File: config.mk
export PLATFORM = sky130hd
export DESIGN_NAME = id_ex_lanes
export DESIGN_NICKNAME = d
export VERILOG_FILES = /design/src/rtl/id_ex_lanes.sv
export SDC_FILE = /design/constraint.sdc
export NUM_CORES = 1
export LEC_CHECK = 0
export CORE_AREA = 2 2 280 282
export DETAILED_ROUTE_END_ITERATION = 7
export DIE_AREA = 0 0 282 284
export DONT_BUFFER_PORTS = 1
export PLACE_DENSITY_LB_ADDON = 0.2
export SLEW_MARGIN = 25
export SYNTH_ARGS = -nofsm -noshare
export SYNTH_HDL_FRONTEND = slang
export SYNTH_SLANG_ARGS = --single-unit
File: constraint.sdc
create_clock -name clk -period 3.9 [get_ports clk]
set_input_delay 0.39 -clock clk [delete_from_list [all_inputs] [get_ports clk]]
set_output_delay 0.39 -clock clk [all_outputs]
set_load 0.1 [all_outputs]
File: src/rtl/id_ex_lanes.sv
// rtl/id_ex_lanes.sv - N-lane decode-to-execute pipeline register
// Selective flush, stall hold/bubble insertion, sticky side-band and saturating perf counters.
module id_ex_lanes #(
  parameter int LANES    = 2,
  parameter int DATA_W   = 160,
  parameter int STICKY_W = 1,
  parameter int CNT_W    = 32,
  parameter int KEEP_W   = $clog2(LANES + 1)
) (
  input  logic                    clk,
  input  logic                    resetn,
  input  logic                    flush,
  input  logic                    flush_cause,
  input  logic [KEEP_W-1:0]       flush_keep,
  input  logic                    stall_id,
  input  logic                    stall_ex,
  input  logic [LANES-1:0]        valid_i,
  input  logic [LANES*DATA_W-1:0] data_i,
  input  logic [STICKY_W-1:0]     sticky_i,
  output logic [LANES-1:0]        valid_o,
  output logic [LANES*DATA_W-1:0] data_o,
  output logic [STICKY_W-1:0]     sticky_o,
  output logic [CNT_W-1:0]        bubble_cnt_o,
  output logic [CNT_W-1:0]        flush_cnt_o
);

  typedef enum logic [2:0] {
    ACT_EXC,
    ACT_MISP,
    ACT_HOLD,
    ACT_BUBBLE,
    ACT_LOAD
  } act_t;

  logic [LANES-1:0]        r_valid;
  logic [LANES*DATA_W-1:0] r_data;
  logic [STICKY_W-1:0]     r_sticky;
  logic [CNT_W-1:0]        r_bubble_cnt;
  logic [CNT_W-1:0]        r_flush_cnt;

  act_t                    w_act;
  logic [LANES-1:0]        w_keep;
  logic [LANES-1:0]        w_valid_nxt;
  logic [LANES*DATA_W-1:0] w_data_nxt;
  logic [STICKY_W-1:0]     w_sticky_nxt;

  always_comb begin
    w_act = ACT_LOAD;
    if (flush && !flush_cause)  w_act = ACT_EXC;
    else if (flush)             w_act = ACT_MISP;
    else if (stall_ex)          w_act = ACT_HOLD;
    else if (stall_id)          w_act = ACT_BUBBLE;
  end

  // A keep count above LANES naturally keeps every lane, so no explicit clamp is needed.
  always_comb begin
    w_keep = '0;
    for (int k = 0; k < LANES; k++) begin
      w_keep[k] = (32'(flush_keep) > 32'(k));
    end
  end

  always_comb begin
    w_valid_nxt  = r_valid;
    w_data_nxt   = r_data;
    w_sticky_nxt = r_sticky;
    case (w_act)
      ACT_EXC: begin
        w_valid_nxt  = '0;
        w_sticky_nxt = '0;
      end
      ACT_MISP: begin
        w_valid_nxt  = valid_i & w_keep;
        w_sticky_nxt = sticky_i;
      end
      ACT_BUBBLE: begin
        w_valid_nxt  = '0;
      end
      ACT_LOAD: begin
        w_valid_nxt  = valid_i;
        w_sticky_nxt = sticky_i;
      end
      default: ;
    endcase
    // Invalid lanes always store zero payload; held lanes were already masked on capture.
    if (w_act != ACT_HOLD) begin
      for (int k = 0; k < LANES; k++) begin
        w_data_nxt[k*DATA_W +: DATA_W] = w_valid_nxt[k] ? data_i[k*DATA_W +: DATA_W] : '0;
      end
    end
  end

  always_ff @(posedge clk or negedge resetn) begin
    if (!resetn) begin
      r_valid  <= '0;
      r_data   <= '0;
      r_sticky <= '0;
    end else begin
      r_valid  <= w_valid_nxt;
      r_data   <= w_data_nxt;
      r_sticky <= w_sticky_nxt;
    end
  end

  always_ff @(posedge clk or negedge resetn) begin
    if (!resetn) begin
      r_bubble_cnt <= '0;
      r_flush_cnt  <= '0;
    end else begin
      if ((w_act == ACT_EXC || w_act == ACT_MISP) && !(&r_flush_cnt))
        r_flush_cnt <= r_flush_cnt + CNT_W'(1);
      if (w_act == ACT_BUBBLE && !(&r_bubble_cnt))
        r_bubble_cnt <= r_bubble_cnt + CNT_W'(1);
    end
  end

  assign valid_o      = r_valid;
  assign data_o       = r_data;
  assign sticky_o     = r_sticky;
  assign bubble_cnt_o = r_bubble_cnt;
  assign flush_cnt_o  = r_flush_cnt;

endmodule

# After elaboration in Yosys (flattened, before gate mapping)
# Index checks and enable logic that the tools add are counted.
# op_classes
div,0
n_mux,8
shift,0
reduce_logical,13
order_cmp,2
eq_ne,4
mul,0
addsub,2
bitwise,1
# ops
cell,count
160-bit 2-to-1 mux,2
"32-bit by 1-bit adder with 32-bit output, second input constant",2
32-bit AND reduction,2
3-bit 2-to-1 mux,4
2-bit one-hot mux with 3 select lines,1
"2-bit by 1-bit greater-than comparator with 1-bit output, second input constant",2
2-bit OR reduction,2
"3-bit by 1-bit equality test with 1-bit output, second input constant",1
"3-bit by 2-bit equality test with 1-bit output, second input constant",1
"3-bit equality test, second input constant",1
1-bit logical AND,3
1-bit zero test,3
3-bit zero test,1
"3-bit by 2-bit inequality test with 1-bit output, second input constant",1
2-bit bitwise AND,1
1-bit one-hot mux with 2 select lines,1
2-bit nonzero test,1
1-bit logical OR,1
# word_totals
regBits,387
mem_bits_ro,0
latch_bits,0
n_memories,0
out_inout_bits,387
inputBits,331
word_cells,35
ramBits,0

# Longest topological paths before layout
# Gate-level depths: netlist (run 1).
# depth
word_depth,8
mapped_depth,8
mapped_depth_nobuf,6

# Worst setup path after synthesis (run 1)
# No wires, ideal clock.
# synth_timing
kind,register to register
startpoint,"register r_flush_cnt[23], in the netlist flush_cnt_o[23]"
endpoint,"register r_flush_cnt[1], in the netlist flush_cnt_o[1]"
t_arrival_ns,2.683
stages_incl_launch_ff,6
setup_slack_ns,1.091
required_time_ns,3.774
setup_ns,0.126
cell_sequence,dfrtp_1 -> nand3_1 -> nor4_1 -> a31o_2 -> buf_2 -> mux2_2
# synth_via
elab_chain_len,3
# synth_lines
element,line,rtl
start: declaration,39,logic [CNT_W-1:0] r_flush_cnt;
start signal: assignment,111,r_flush_cnt <= r_flush_cnt + CNT_W'(1);
32-bit AND reduction,110,if ((w_act == ACT_EXC || w_act == ACT_MISP) && !(&r_flush_cnt))
1-bit zero test,110,
1-bit logical AND,110,
# No other way between the ends.
# A chain may end at the register's enable or synchronous reset.

# Worst setup path in the final report (run 1)
# layout_timing
startpoint,"register r_bubble_cnt[8], in the netlist bubble_cnt_o[8]"
endpoint,"register r_bubble_cnt[4], in the netlist bubble_cnt_o[4]"
# layout_via
elab_chain_len,3
# layout_lines
element,line,rtl
start: declaration,38,logic [CNT_W-1:0] r_bubble_cnt;
start signal: assignment,113,r_bubble_cnt <= r_bubble_cnt + CNT_W'(1);
32-bit AND reduction,112,if (w_act == ACT_BUBBLE && !(&r_bubble_cnt))
1-bit zero test,112,
1-bit logical AND,112,
# No other way between the ends.

==> flow_metrics.env, run 1 <==
export IMPL_cts_hold_buf=322
export IMPL_cts_resized=0
export IMPL_rrSetupSlack_ns=1.25
export IMPL_cp_max_fo=7
export IMPL_antenna_found_initial=2
export IMPL_initial_utilization=0.187
export IMPL_fin_nets=1730
export IMPL_grt_pass1_wl_um=74300
export IMPL_placed_cell_area_mm2=0.0160
export IMPL_hpwl_um=33800
export IMPL_cts_setup_buffers=0
export IMPL_routedWlPerCell_um=20.2
export IMPL_clk_pin_slew_ns=0.06
export IMPL_synth_area_per_cell_um2=13.9
export IMPL_fin_tns_setup_ns=0
export IMPL_synth_net_count=1368
export IMPL_max_freq_mhz=377
export IMPL_crit_path_end_kind="flop"
export IMPL_vdd_ir_drop_max_mv=0.271
export IMPL_hold_violations=387
export IMPL_grt_max_degree=388
export IMPL_async_reset_ff_frac=1.00
export IMPL_start_kind="flop"
export IMPL_worst_pin_slew_ns=1.79
export IMPL_dr_pass1_iters=4
export IMPL_crit_required_ns=4.38
export IMPL_setup_violations=0
export IMPL_core_area_mm2=0.0770
export IMPL_die_area_mm2=0.0801
export IMPL_rows=102
export IMPL_ys_seq_area_frac=0.672
export IMPL_cts_root_buf="clkbuf_16"
export IMPL_drt_first_iter_violations=481
export IMPL_maxCapViolations=0
export IMPL_cts_tree="built"
export IMPL_netlist_area_mm2=0.0144
export IMPL_clkLatencyLatePin_ns=0.56
export IMPL_io_buffer_count=0
export IMPL_cts_buffers_inserted=47
export IMPL_gr_total_overflow=0
export IMPL_vias_per_cell=4.28
export IMPL_critical_path_class="flop to flop"
export IMPL_top_level_ports=718
export IMPL_failed_checks="hold timing, slew limit"
export IMPL_finalClockSkew_ns=0.00877
export IMPL_fin_total_pwr_mw=11.5
export IMPL_ys_seq_elements=387
export IMPL_p_per_area_mw_per_mm2=553
export IMPL_design_area_mm2=0.0209
export IMPL_synth_flop_cell="dfrtp_1"
export IMPL_status="finished, violations left"
export IMPL_whs_ns=-0.478
export IMPL_htreeDepth=2
export IMPL_die_h_um=284
export IMPL_grt_usage=0.119
export IMPL_synth_edff_count=0
export IMPL_final_antenna_net_count=0
export IMPL_crit_arrival_ns=3.13
export IMPL_gp_congestion=0.799
export IMPL_maxSlewViolCount=139
export IMPL_worstRegToRegCells=6
export IMPL_relSlewSlack=-0.192
export IMPL_vias=10600
export IMPL_grt_pass1_vias=11600
export IMPL_finalCritPeriodShare=0.680
export IMPL_rsz0062_at_grt="false"
export IMPL_die_w_um=282
export IMPL_power_leakage_nw=9.48
export IMPL_wirelength_um=50100
export IMPL_yosys_warnings=0
export IMPL_fin_crit_ns=2.65
export IMPL_hold_class="primary input to async pin"
export IMPL_drive_gt1_frac=0.110
export IMPL_drc=0
export IMPL_yosysUniqueCellTypes=41
export IMPL_clock_path_buffers=3
export IMPL_cts_sinks=387
export IMPL_synthCells=1035
export IMPL_area_growth_pct=44.9
==> final timing paths <==
check	from	endpoint
worst max-delay path	bubble_cnt_o[8]	bubble_cnt_o[4]
worst min-delay path	resetn	data_o[292]
worst max register to register	bubble_cnt_o[8]	bubble_cnt_o[4]
worst min register to register	bubble_cnt_o[29]	bubble_cnt_o[29]
max in group asynchronous	resetn	data_o[27]
min in group clk	stall_ex	bubble_cnt_o[24]
==> where the power goes <==
| group | switching, mW | leakage (nW) | internal (mW) |
|---|---|---|---|
| Sequential | 1.34 | 5.25 | 4.21 |
| Clock | 1.78 | 0.806 | 2.80 |
| Combinational | 0.910 | 3.43 | 0.499 |
==> layout make-up <==
type	instances	area, µm²
antenna	2	5.00
clock buffer	67	1380
clock inverter	18	245
fill	7873	56100
inverter	7	26.3
multi-input combinational	564	4410
sequential	387	9690
tap	1040	1300
timing repair buffer	390	3810
==> Yosys cell counts (3+ instances only) <==
master,n,area (µm²)
and3_1,8,50.1
or3_1,4,25.0
nor3_1,12,60.1
xnor2_1,35,307
clkbuf_1,74,278
a211oi_1,3,22.5
nor4_1,6,37.5
a21boi_0,3,22.5
xor2_1,24,210
and2_1,3,18.8
a21oi_1,3,15.0
dfrtp_1,387,9680
nand3_1,32,160
nand2_1,32,120
o21ai_0,3,15.0
inv_1,7,26.3
nor2_1,22,82.6
nand4_1,18,113
and4_1,10,87.6
a22o_1,320,2800
==> flip-flops by register name, summed over array words and instances (netlist names), named ones only <==
signal,count
bubble_cnt_o,32
flush_cnt_o,32
data_o,320
sticky_o,1
==> placed cells by master, fill, tap and decap left out, drive strengths merged, types with 3 or more instances in the layout <==
master,instances
and3,8
or3,4
nor2,23
dlygate4sd3,322
xor2,24
o21ai,3
and4,10
xnor2,35
a21boi,3
a22o,320
clkbuf,67
dfrtp,387
nor4,6
nand3,32
buf,68
a21oi,3
nor3,12
bufinv,5
nand4,18
nand2,32
clkinv,11
inv,9
and2,3
a211oi,3
==> kinds of logic (layout without fill, tap and decap cells) <==
family,after synthesis,count (layout),synth area share
AO/OA/AOI/OAI,344,344,0.207
XOR/XNOR,59,59,0.0359
adder cells (fa/ha/maj),2,2,0.00174
buffers and inverters,84,482,0.0230
flip-flops,387,387,0.672
multiplexers,3,3,0.00226
other,0,2,0
AND/OR/NAND/NOR,156,156,0.0579
==> metrics by stage <==
step / utilization / worst slack [ns] / cells / hold slack, ns
2_1_floorplan: - / 1.09 / 1035 / 0.0944
3_3_place_gp: 0.208 / 1.33 / 2066 / 0.107
3_5_place_dp: 0.208 / 1.29 / 2066 / 0.105
4_1_cts: 0.271 / 1.27 / 2473 / -0.522
5_1_grt: 0.271 / 1.05 / 2475 / -0.531
6_report: 0.271 / 1.25 / 2475 / -0.478
==> worst max-delay path: stages (launching register included) <==
cell     delay, ns
dfrtp_1       0.34
buf_4         0.33
nand4_1       0.20
nor4_1        0.83
a31oi_1       0.49
nand4_1       0.24
xnor2_1       0.14
==> metal layers <==
metal / part of all wire / vias up / track usage
met5: 0 / - / 0
li1: - / 4648 / -
met3: 0.080 / 88 / 0.0375
met2: 0.52 / 450 / 0.211
met1: 0.37 / 5406 / 0.133
met4: 0.031 / 0 / 0.0416
No activity file was read; power rests on OpenSTA's default activity.
==> run 2, diff against run 1 <==
--- a/config.mk
+++ b/config.mk
@@ -5,9 +5,9 @@
 export SDC_FILE = /design/constraint.sdc
 export NUM_CORES = 1
 export LEC_CHECK = 0
-export CORE_AREA = 2 2 280 282
+export CORE_AREA = 2 2 277 279
 export DETAILED_ROUTE_END_ITERATION = 7
-export DIE_AREA = 0 0 282 284
+export DIE_AREA = 0 0 279 281
 export DONT_BUFFER_PORTS = 1
 export PLACE_DENSITY_LB_ADDON = 0.2
 export SLEW_MARGIN = 25
==> constraint.sdc (replaced) <==
create_clock -name clk -period 2.7 [get_ports clk]
set_input_delay 0.27 -clock clk [delete_from_list [all_inputs] [get_ports clk]]
set_output_delay 0.27 -clock clk [all_outputs]
set_load 0.1 [all_outputs]
==> run 2 against run 1 <==
The run still ends with hold timing, slew limit left. Die area down 2.1%. Critical path depth unchanged. Sequential power up 42%. Critical path type unchanged. Largest cell class unchanged.
==> flow_metrics.env, run 2 (synthesized netlist as in run 1, its figures left out) <==
export IMPL_clkLatencyLatePin_ns=0.56
export IMPL_drc=0
export IMPL_grt_usage=0.126
export IMPL_setup_worst_path_start="flush_cnt_o[0]"
export IMPL_final_common_cell="dfrtp_1"
export IMPL_pre_cts_ws_ns=0.433
export IMPL_r2r_end="flush_cnt_o[25]"
export IMPL_met3WireLength_um=3610
export IMPL_drive_gt1_frac=0.137
export IMPL_vias_per_cell=4.43
export IMPL_largest_reg_flops=320
export IMPL_finalClockSkew_ns=0.0100
export IMPL_critical_path_class="flop to flop"
export IMPL_critPathCapture="flush_cnt_o[25]"
export IMPL_worst_pin_slew_ns=1.76
export IMPL_antenna_found_initial=2
export IMPL_die_h_um=281
export IMPL_fill_cells=7668
export IMPL_drt_first_iter_violations=526
export IMPL_io_buffer_count=0
export IMPL_cp_max_fo=8
export IMPL_final_antenna_net_count=0
export IMPL_maxCapViolations=0
export IMPL_wl_met1_um=19800
export IMPL_final_core_util=0.277
export IMPL_top_level_ports=718
export IMPL_area_growth_pct=45.4
export IMPL_vdd_ir_drop_max_mv=0.400
export IMPL_placed_cell_area_mm2=0.0163
export IMPL_worst_slack_ns=0.449
export IMPL_grt_pass1_wl_um=76500
export IMPL_reg2reg_from="flush_cnt_o[0]"
export IMPL_whs_ns=-0.593
export IMPL_cts_resized=0
export IMPL_die_area_mm2=0.0784
export IMPL_power_leakage_nw=9.61
export IMPL_failed_checks="hold timing, slew limit"
export IMPL_crit_path_end_kind="flop"
export IMPL_cts_setup_buffers=0
export IMPL_maxSlewViolCount=123
export IMPL_clock_path_buffers=3
export IMPL_finalCritPeriodShare=0.834
export IMPL_clk_pin_slew_ns=0.05
export IMPL_htreeDepth=2
export IMPL_wl_met2_um=26700
export IMPL_hold_class="primary input to async pin"
export IMPL_gp_congestion=0.804
export IMPL_relSlewSlack=-0.176
export IMPL_dr_pass1_iters=7
export IMPL_seq_power_share=0.494
export IMPL_fin_nets=1772
export IMPL_routedWlPerCell_um=21.1
export IMPL_crit_arrival_ns=2.68
export IMPL_cts_hold_buf=322
export IMPL_swShare=0.359
export IMPL_cts_tree="built"
export IMPL_fin_tns_setup_ns=0
export IMPL_core_area_mm2=0.0754
export IMPL_vias=10900
export IMPL_cts_buffers_inserted=43
export IMPL_setup_violations=0
export IMPL_p_sw_mw=5.73
export IMPL_start_kind="flop"
export IMPL_wirelength_um=51700
export IMPL_grt_pass1_vias=11700
export IMPL_rows=101
export IMPL_gr_total_overflow=0
export IMPL_initial_utilization=0.191
export IMPL_highest_layer="met4"
export IMPL_crit_required_ns=3.13
export IMPL_max_freq_mhz=444
export IMPL_p_per_area_mw_per_mm2=762
export IMPL_rsz0062_at_grt="false"
export IMPL_die_w_um=279
export IMPL_fin_crit_ns=2.25
export IMPL_worstRegToRegCells=6
export IMPL_final_cell_mix="379 x dfrtp_1, 322 x dlygate4sd3_1, 320 x a22o_1"
export IMPL_cts_root_buf="clkbuf_16"
export IMPL_p_int_mw=10.2
export IMPL_clkPwrFrac=0.367
export IMPL_design_area_mm2=0.0209
export IMPL_cts_sinks=387
export IMPL_hold_violations=387
export IMPL_hpwl_um=35600
export IMPL_grt_max_degree=388
export IMPL_power_frac_comb=0.139
export IMPL_rrSetupSlack_ns=0.45
export IMPL_status="finished, violations left"
## run 2: cell types whose count changed in the layout (fill, tap and decap cells not counted), moves of 3 or more
cell	before	now
dfrtp_2	2	8
dfrtp_1	385	379
clkbuf_16	48	43
buf_4	62	106
bufinv_16	5	2
clkbuf_1	8	11
## run 2: how the worst min path moves through the flow
| stage | cells past startpoint | to | start |
|---|---|---|---|
| after floorplan | 0 | async pin | resetn |
| after global placement | 0 | flush_cnt_o[11] | resetn |
| after detailed placement | 0 | flush_cnt_o[13] | resetn |
| after CTS | 0 | flush_cnt_o[13] | resetn |
| after global routing | 0 | flush_cnt_o[13] | resetn |
| final | 0 | flush_cnt_o[13] | resetn |
## run 2: power groups by stage
stage          sequential, mW  clock [mW]  combinational, mW
6_report                 7.88        5.85               2.22
3_5_place_dp             7.98           0               1.82
2_1_floorplan            8.78           0              0.495
4_1_cts                  7.88        6.09               2.24
5_1_grt                  7.91        6.35               2.34
3_3_place_gp             7.98           0               1.81
## run 2: per-layer routing
| layer | vias to the layer above | track usage |
|---|---|---|
| met5 | - | 0 |
| met4 | 0 | 0.0455 |
| met3 | 83 | 0.0378 |
| met2 | 470 | 0.218 |
| met1 | 5596 | 0.146 |
| li1 | 4728 | - |
## run 2: critical path: stages (launching register included)
cell,delay [ns]
dfrtp_1,0.35
buf_4,0.32
nand3_1,0.21
or3_1,0.37
nor2_1,0.49
nand4b_1,0.22
xnor2_1,0.17
## run 2: area by class of cell
class                   count  area, µm²  share of cell area
inverters                   7       26.3             0.00126
well taps                 978       1220              0.0585
clock buffers              63       1240              0.0593
repair buffers            436       4180               0.200
diodes                      2       5.00            0.000239
multi-input cells         564       4410               0.211
clock inverters            17        155             0.00741
flip-flops and latches    387       9690               0.463
## run 2: metrics by stage
| stage | power (mW) | instances |
|---|---|---|
| floorplan | 9.27 | 1035 |
| detailed placement | 9.80 | 2050 |
| global placement | 9.80 | 2050 |
| global route | 16.6 | 2453 |
| CTS | 16.2 | 2452 |
| finish | 16.0 | 2454 |
